===== config.mk =====
export PLATFORM = sky130hd
export DESIGN_NAME = itch_feed_arb
export DESIGN_NICKNAME = d
export VERILOG_FILES = /design/src/rtl/itch_pkg.sv /design/src/rtl/rr_pick.sv /design/src/rtl/itch_feed_arb.sv
export SDC_FILE = /design/constraint.sdc
export NUM_CORES = 1
export LEC_CHECK = 0
export ABC_CLOCK_PERIOD_IN_PS = 2050
export BUFFER_PORTS_ARGS = -buffer_cell sky130_fd_sc_hd__buf_2
export CAP_MARGIN = 20
export CORE_MARGIN = 8
export CORE_UTILIZATION = 39
export DETAILED_ROUTE_END_ITERATION = 10
export HOLD_SLACK_MARGIN = 0.06
export PLACE_DENSITY = 0.86
export SETUP_SLACK_MARGIN = 0.3
export SYNTH_ARGS = -nofsm -noshare
export SYNTH_HDL_FRONTEND = slang
export SYNTH_SLANG_ARGS = --single-unit

===== constraint.sdc =====
create_clock -name clk -period 2.05 [get_ports clk]
set_input_delay 0.41 -clock clk [delete_from_list [all_inputs] [get_ports clk]]
set_output_delay 0.41 -clock clk [all_outputs]
set_load 0.03 [all_outputs]

===== src/rtl/itch_pkg.sv =====
// Shared ITCH arbiter definitions: message geometry, the Add Order type code
// and the arbiter state encoding used by itch_feed_arb.
package itch_pkg;

    localparam int         ITCH_MSG_LEN       = 15;
    localparam logic [7:0] ITCH_MSG_ADD_ORDER = 8'h41;

    typedef enum logic [0:0] {
        IDLE = 1'b0,
        PASS = 1'b1
    } arb_state_t;

    // Convenience for downstream parsers; the arbiter never inspects bytes.
    function automatic logic is_add_order(input logic [7:0] b);
        return b == ITCH_MSG_ADD_ORDER;
    endfunction

endpackage


===== src/rtl/rr_pick.sv =====
// Combinational round-robin picker: scans the request vector starting one
// position after the pointer, wrapping, and returns the first requester.
module rr_pick #(
    parameter  int N  = 2,
    localparam int IW = $clog2(N)
) (
    input  logic [N-1:0]  i_req,
    input  logic [IW-1:0] i_ptr,
    output logic [IW-1:0] o_idx,
    output logic          o_found
);

    logic [IW-1:0] w_cand;

    // Priority scan from (ptr+1) mod N; the first hit wins.
    always_comb begin
        // NOTE: every output and temporary gets a default before the loop, so no path can infer a latch.
        o_found = 1'b0;
        o_idx   = '0;
        w_cand  = '0;
        for (int off = 1; off <= N; off++) begin
            w_cand = IW'((int'(i_ptr) + off) % N);
            if (!o_found && i_req[w_cand]) begin
                o_found = 1'b1;
                o_idx   = w_cand;
            end
        end
    end

endmodule


===== src/rtl/itch_feed_arb.sv =====
// ITCH feed arbiter: merges NUM_FEEDS byte streams of fixed-length messages
// onto one parser stream, whole messages at a time, round-robin between feeds.
// Optional per-feed completed-message counters are built when the macro
// ITCH_ARB_STATS_EN is defined; otherwise msg_count is tied to zero.
module itch_feed_arb
    import itch_pkg::*;
#(
    parameter  int NUM_FEEDS = 2,
    parameter  int MSG_LEN   = ITCH_MSG_LEN,
    localparam int GW        = $clog2(NUM_FEEDS),
    localparam int CW        = $clog2(MSG_LEN)
) (
    input  logic                   clk,
    input  logic                   rst,
    input  logic [8*NUM_FEEDS-1:0] s_axis_tdata,
    input  logic [NUM_FEEDS-1:0]   s_axis_tvalid,
    output logic [NUM_FEEDS-1:0]   s_axis_tready,
    output logic [7:0]             m_axis_tdata,
    output logic                   m_axis_tvalid,
    input  logic                   m_axis_tready,
    output logic                   m_axis_tlast,
    output logic [GW-1:0]          grant_id,
    output logic                   grant_active,
    output logic [16*NUM_FEEDS-1:0] msg_count
);

    arb_state_t    r_state;
    logic [GW-1:0] r_grant;
    logic [GW-1:0] r_rr_ptr;
    logic [CW-1:0] r_cnt;

    logic [GW-1:0] w_pick;
    logic          w_found;
    logic          w_hs;
    logic          w_last_beat;

    rr_pick #(
        .N (NUM_FEEDS)
    ) u_rr_pick (
        .i_req   (s_axis_tvalid),
        .i_ptr   (r_rr_ptr),
        .o_idx   (w_pick),
        .o_found (w_found)
    );

    assign grant_active  = (r_state == PASS);
    assign grant_id      = r_grant;
    assign m_axis_tdata  = s_axis_tdata[8*r_grant +: 8];
    assign m_axis_tvalid = grant_active & s_axis_tvalid[r_grant];
    assign w_hs          = m_axis_tvalid & m_axis_tready;
    assign w_last_beat   = (r_cnt == CW'(MSG_LEN - 1));
    assign m_axis_tlast  = grant_active & w_last_beat;

    // Only the granted feed sees parser backpressure; everyone else stalls.
    always_comb begin
        s_axis_tready = '0;
        if (grant_active) begin
            s_axis_tready[r_grant] = m_axis_tready;
        end
    end

    // Arbiter FSM: pick a feed in IDLE, pass one whole message in PASS.
    always_ff @(posedge clk) begin
        // NOTE: non-blocking assignments throughout, so each register sees the pre-edge values of the others.
        if (rst) begin
            r_state  <= IDLE;
            r_grant  <= '0;
            r_cnt    <= '0;
            r_rr_ptr <= GW'(NUM_FEEDS - 1);
        end else begin
            unique case (r_state)
                IDLE: begin
                    if (w_found) begin
                        r_grant <= w_pick;
                        r_state <= PASS;
                    end
                end
                PASS: begin
                    if (w_hs) begin
                        if (w_last_beat) begin
                            r_cnt    <= '0;
                            r_rr_ptr <= r_grant;
                            r_state  <= IDLE;
                        end else begin
                            r_cnt <= r_cnt + 1'b1;
                        end
                    end
                end
                default: r_state <= IDLE;
            endcase
        end
    end

`ifdef ITCH_ARB_STATS_EN
    logic [15:0] r_msg_count [NUM_FEEDS];

    // Count completed messages per feed; wraps naturally at 16 bits.
    always_ff @(posedge clk) begin
        // NOTE: these counters are a handful of flops, not a RAM, so they are cleared on reset.
        if (rst) begin
            for (int k = 0; k < NUM_FEEDS; k++) begin
                r_msg_count[k] <= '0;
            end
        end else if (w_hs && w_last_beat) begin
            r_msg_count[r_grant] <= r_msg_count[r_grant] + 16'd1;
        end
    end

    for (genvar g = 0; g < NUM_FEEDS; g++) begin : g_msg_count
        assign msg_count[16*g +: 16] = r_msg_count[g];
    end
`else
    assign msg_count = '0;
`endif

endmodule


# Yosys cells after proc, flatten, opt, wreduce, memory -nomap -nowiden
# Index checks and enable logic that the tools add are counted.
dict set report totals {
  output_inout_bits 46
  ff_bits 7
  word_cells 42
  input_bits 21
}
dict set report op_classes {
  bitwise_logic 5
  n_shift 1
  mux 18
  n_reduce_logical 6
  n_eq_ne 1
  magnitude_cmp 4
  add_sub_neg 3
}
# operator count
set ops {}
lappend ops {{$shiftx A16 B5 Y8} 1}
lappend ops {{$mux W1} 14}
lappend ops {{$lt A1 B2 Y1 const B} 3}
lappend ops {{$add A4 B1 Y4 const B} 1}
lappend ops {{$eq A4 B4 Y1 const B} 1}
lappend ops {{$mux W4} 1}
lappend ops {{$reduce_and A2 Y1} 2}
lappend ops {{$and A1 B1 Y1} 3}
lappend ops {{$reduce_and A3 Y1} 1}
lappend ops {{$add A1 B1 Y1 const B} 2}
lappend ops {{$and A2 B2 Y2} 1}
lappend ops {{$logic_and A1 B1 Y1} 2}
lappend ops {{$mux W2} 1}
lappend ops {{$pmux W1 S2} 1}
lappend ops {{$demux W1 S1} 1}
lappend ops {{$ge A1 B1 Y1 const B} 1}
lappend ops {{$logic_not A1 Y1} 1}
lappend ops {{$not A1 Y1} 1}

# Depth between registers and ports, before layout
dict set report depth {
  depth_word 9
  mapped_depth 4
  mapped_depth_nobuf 3
}

# Cells and area by module
# Synthesis repeated with hierarchy kept, for this count alone.
dict set report hier_totals {
  cells_unflattened 87
  area_unflattened_um2 724.4
}
# module instances cells_per_inst area_per_inst_um2 seq_area_each_um2
set by_module_without_submodules {}
lappend by_module_without_submodules {itch_feed_arb 1 85 710.7 140.1}
lappend by_module_without_submodules {rr_pick 1 2 13.8 0.0}

# Worst setup path before layout
# No wires, ideal clock.
dict set report synth_timing {
  path_type {register -> output}
  startpoint {register r_grant, in the netlist grant_id}
  endpoint {output port m_axis_tdata[0]}
  required_time_ns 1.640
  stages_incl_launch_ff 4
  t_arrival_ns 1.428
  n_path_buf 2
  path_slack_ns 0.212
  cell_sequence {dfxtp_1 > buf_4 > clkbuf_1 > mux2_2}
}
dict set report synth_between {
  elab_chain_len 1
}
# element line_no
set synth_rtl {}
lappend synth_rtl {{from (decl)} itch_feed_arb.sv:28} ;# logic [GW-1:0] r_grant;
lappend synth_rtl {{from (signal assigned)} itch_feed_arb.sv:74} ;# r_grant <= w_pick;
lappend synth_rtl {{$shiftx A16 B5 Y8} itch_feed_arb.sv:48} ;# assign m_axis_tdata = s_axis_tdata[8*r_grant +: 8];
lappend synth_rtl {{to (decl)} itch_feed_arb.sv:18} ;# output logic [7:0] m_axis_tdata,
# No other way between the ends.

# Worst setup path after layout
dict set report layout_timing {
  startpoint {register r_grant, in the netlist grant_id}
  endpoint {output port m_axis_tdata[4]}
}
# The elaborated chain is that of the path after synthesis.

==> results by stage <==
Cells and area:
- The layout has 180 filler cells.
- The library cell used most frequently in the layout, excluding fill and tap cells, is sky130_fd_sc_hd__buf_2.
- In the final design database the tool counted 142 nets.
- The area of combinational cells with multiple inputs is ~430 um2.
- From synthesis to final layout, the design area changed by 15.67%.
- The fraction of layout cells with a size suffix above 1 is 40.00%.
- The repair_antennas step left the layout with diodes totalling 0.
- Summing all non-filler instances in the final layout gives an area of 822.0 um2.
- The sequential cells in the finished layout cover a total of about 140 um2.
- Leaving out fill and tap cells, the most frequent cells in the layout are sky130_fd_sc_hd__buf_2, sky130_fd_sc_hd__conb_1, sky130_fd_sc_hd__mux2_2.

Pwr:
- The total design power is 469.7 uW.
- In this run, the combinational gates consume 41.9% of the power.
- The share of total power dissipated in the clock network is between 20 and 30%.
- The leakage power is 0.0004338 uW.
- The worst supply voltage drop on vdd is 0.2229 mV.
- Power spread over the standard cell area amounts to between 500 and 600 nW/um2.
- In this run the power spent charging and discharging nets is 207.2 uW.
- The switching portion of total power is 44.11%.
- The internal power is 262.5 uW.
- Sequential cells account for between 30% and 40% of the total power.

Yosys:
- Of the total synthesized cell area, the portion taken by full adders, half adders and majority gates is 0%.
- Yosys printed 0 warnings.
- The dominant combinational cell family by area after synthesis is buffers and inverters.
- The instance count of the mapped netlist is 85.
- Yosys mapped a number of flops with a built-in enable equal to 0.
- The share of cell area taken by muxes after synthesis is roughly 18%.
- The biggest area consumer among synthesized cells is sky130_fd_sc_hd__buf_4.
- The synthesized netlist devotes 16.37% of its cell area to simple gates.
- The synthesized design devotes to its leading area cell type 34.86% of total area.
- The number of different library cells in the post-synthesis netlist is 27.
- The cell area that synthesis handed to floorplanning was 710.7 um2.
- The synthesized-area fraction occupied by ao, oa, aoi and oai cells is 8.451%.
- Sequential elements use 19.72% of the synthesized area.
- A synthesized cell averages about 8.4 um2.
- The async set-reset flop share out of synthesis is 0%.
- The flip-flop and latch count after synthesis is 7.
- In the post-synthesis netlist, the biggest area contributors are sky130_fd_sc_hd__buf_4, sky130_fd_sc_hd__dfxtp_1, sky130_fd_sc_hd__mux2_2, sky130_fd_sc_hd__mux2i_1, sky130_fd_sc_hd__a21oi_1.
- The most used flip-flop cell after synthesis is sky130_fd_sc_hd__dfxtp_1.
- The area share of xor/xnor cells in the synthesized design is 0%.

Timing:
- The final period utilization is 82.84%.
- The final-report hold violation count came to 0.
- Clock skew on the completed layout was measured at 4.124 ps.
- The number of setup violations in the final report is 0.
- The worst hold slack is around 420 ps.
- Setup repair after global routing left no endpoint under its margin.
- The final number of max-transition violations is 0.
- Derived from the worst setup path, the maximum achievable clock frequency is 588.8 MHz.
- The total negative slack for setup checks is 0 ps.
- The final critical delay including setup and external delays is 1698 ps.

Routing:
- The number of vias in the routed layout is 630.
- In the routed layout, each cell is associated on average with a via count of 4.345.
- For this run, design rule violations remaining after detail routing come to 0.
- The initial detailed-routing violation count is 6.
- In this run the remaining antenna-violating nets after routing total 0.
- After detailed routing, the total wire length is 1921 um.
- The wire length per cell after detailed routing is 13.25 um.
- The first detailed-routing pass ran for 4 iterations.

Hold path:
- The min-delay analysis places its worst path in the category input port to flip-flop.
- The beginning of the worst hold path is rst.
- The worst hold path was traced through 2 stages.
- The worst hold path terminates at grant_id.

Floorplan:
- The top-level I/O count is 67.
- The starting density of the core is 41.16%.
- The die width is 58.69 um.
- The core box area is 1727 um2.
- The die covers 3444 um2.
- The die is just under 60 um tall.
- The row count is 15.

Placed design:
- The placer's final routability congestion estimate is 0.7496.
- Input and output buffers added on the ports amount to 34.
- Detailed placement finished with a half-perimeter wire length of approximately 1700 um.
- Summing all placed instances gives a cell area of about 800 um2.

Clock tree:
- Clock tree synthesis selected as its root buffer the cell sky130_fd_sc_hd__clkbuf_4.
- The register clock-pin slew on the reported worst setup and hold paths is about 50 ps.
- The maximum clock path buffer count is 2.
- For this design, the sink count on the clock tree is 7.
- The number of setup buffers added after CTS is 0.
- TritonCTS built the clock tree.
- Clock latency on the worst-skew pair, taken at its later pin, is ~250 ps.
- The CTS buffer count is 3.
- The maximum level of the CTS H-tree is 1.

Global routing:
- The pin count of the biggest net entering global routing is 12.
- The total global-route track usage is 9.964%.
- The initial antenna violation count is 0.
- The wire length of the first global-routing pass is 2684 um.
- The number of global-route vias before repair is 625.
- The remaining global-route overflow is 0.

Critical path:
- In this run the critical register-to-register path is launched from grant_id.
- Setup slack on the worst reg-to-reg path comes out at 620 ps.
- The signal on the critical path passes through buf_8 -> mux2_2 -> buf_2.
- The largest stage delay on the critical path is 380 ps.
- The worst setup path is launched from a flip-flop.
- In this run the worst path has a maximum fanout of 11.
- The slowest stage of the critical path is the sky130_fd_sc_hd__dfxtp_4 cell.
- The endpoint type of the worst setup path is an output pin.
- For the worst setup path, the data arrival time is 1290 ps.
- Among cell families on the critical path, the largest total delay comes from flip-flops.
- The kind of critical path is flip-flop to output pin.
- The endpoint identified for the worst register-to-register timing path is r_cnt[1].
- The number of cells on the worst reg-to-reg path is 4.
- The worst path buffer plus inverter count is 2.
- The worst endpoint required time is roughly 1600 ps.

Status:
- The flow ran to the end, and the final reports show no timing, DRC or antenna violations.

Flow run:
- The number of max-cap violations is 0.
[worst max-delay path by stage]
stage,startpoint,to,cells after the start,slack [ps]
floorplan,grant_id,m_axis_tdata[0],3,330
global placement,s_axis_tvalid[0],m_axis_tvalid,4,490
detailed placement,s_axis_tvalid[0],m_axis_tvalid,4,490
CTS,grant_id,m_axis_tvalid,3,300
global route,grant_id,m_axis_tdata[0],3,310
finish,grant_id,m_axis_tdata[4],3,350
[final cells by class]
class	count	area share (%)
tap	25	3.805
timing repair buffer	35	22.53
sequential	7	17.50
multi-input combinational	73	52.51
inverter	1	0.4566
clock buffer	4	3.196
[worst register-to-register path, cell delays in order (launching register included)]
cell and delay, ps:
sky130_fd_sc_hd__dfxtp_4 360, sky130_fd_sc_hd__buf_8 140, sky130_fd_sc_hd__mux2i_1 190, sky130_fd_sc_hd__or4b_1 530
sky130_fd_sc_hd__a21oi_1 140
[metrics by stage]
step	setup WS (ps)	cells	utilization, %
after CTS	302.4	145	47.03
after global routing	308.6	145	47.61
after floorplan	334.0	116	-
after detailed placement	487.9	141	45.22
after global placement	491.5	141	45.22
final	351.8	145	47.61
[state kept, by name (all words and copies together), names as in the netlist]
signal / flops
r_cnt: 4
grant_active: 1
grant_id: 1
r_rr_ptr: 1
[synth_stat cells, drive strengths merged, types with 2 or more instances]
library cell	number
nor3	2
nand2	2
mux2	9
nor2	3
and2	2
dfxtp	7
o21ai	2
mux2i	3
and3	2
a21oi	4
buf	34
[kinds of logic after synthesis]
family | Yosys count
buffers and inverters | 36
and+or+nand+nor | 19
muxes | 12
AOI/OAI and AO/OA | 10
DFF | 7
other | 1
[metal layers]
metal  routed length [um]  GRT usage, %  vias to the layer above  share of wire [%]
met5                    0             0                        -                  0
met4                    0         1.024                        0                  0
met3                  301         7.826                        0                 16
met2                 1060         19.37                       34                 55
met1                  559         7.721                      296                 29
li1                     -             -                      300                  -
[power groups by stage]
| stage | Combinational, uW | Clock, uW | Sequential, uW |
|---|---|---|---|
| CTS | 193 | 131 | 146 |
| global route | 208 | 140 | 147 |
| global placement | 188 | 0 | 148 |
| finish | 197 | 127 | 146 |
| floorplan | 193 | 0 | 151 |
| detailed placement | 192 | 0 | 149 |
[what timing repair did]
item	in CTS	in global routing
setup endpoints to repair	7	7
hold buffers	0	0
gates resized for setup	2	3
Power figures use the tool's default switching activity.
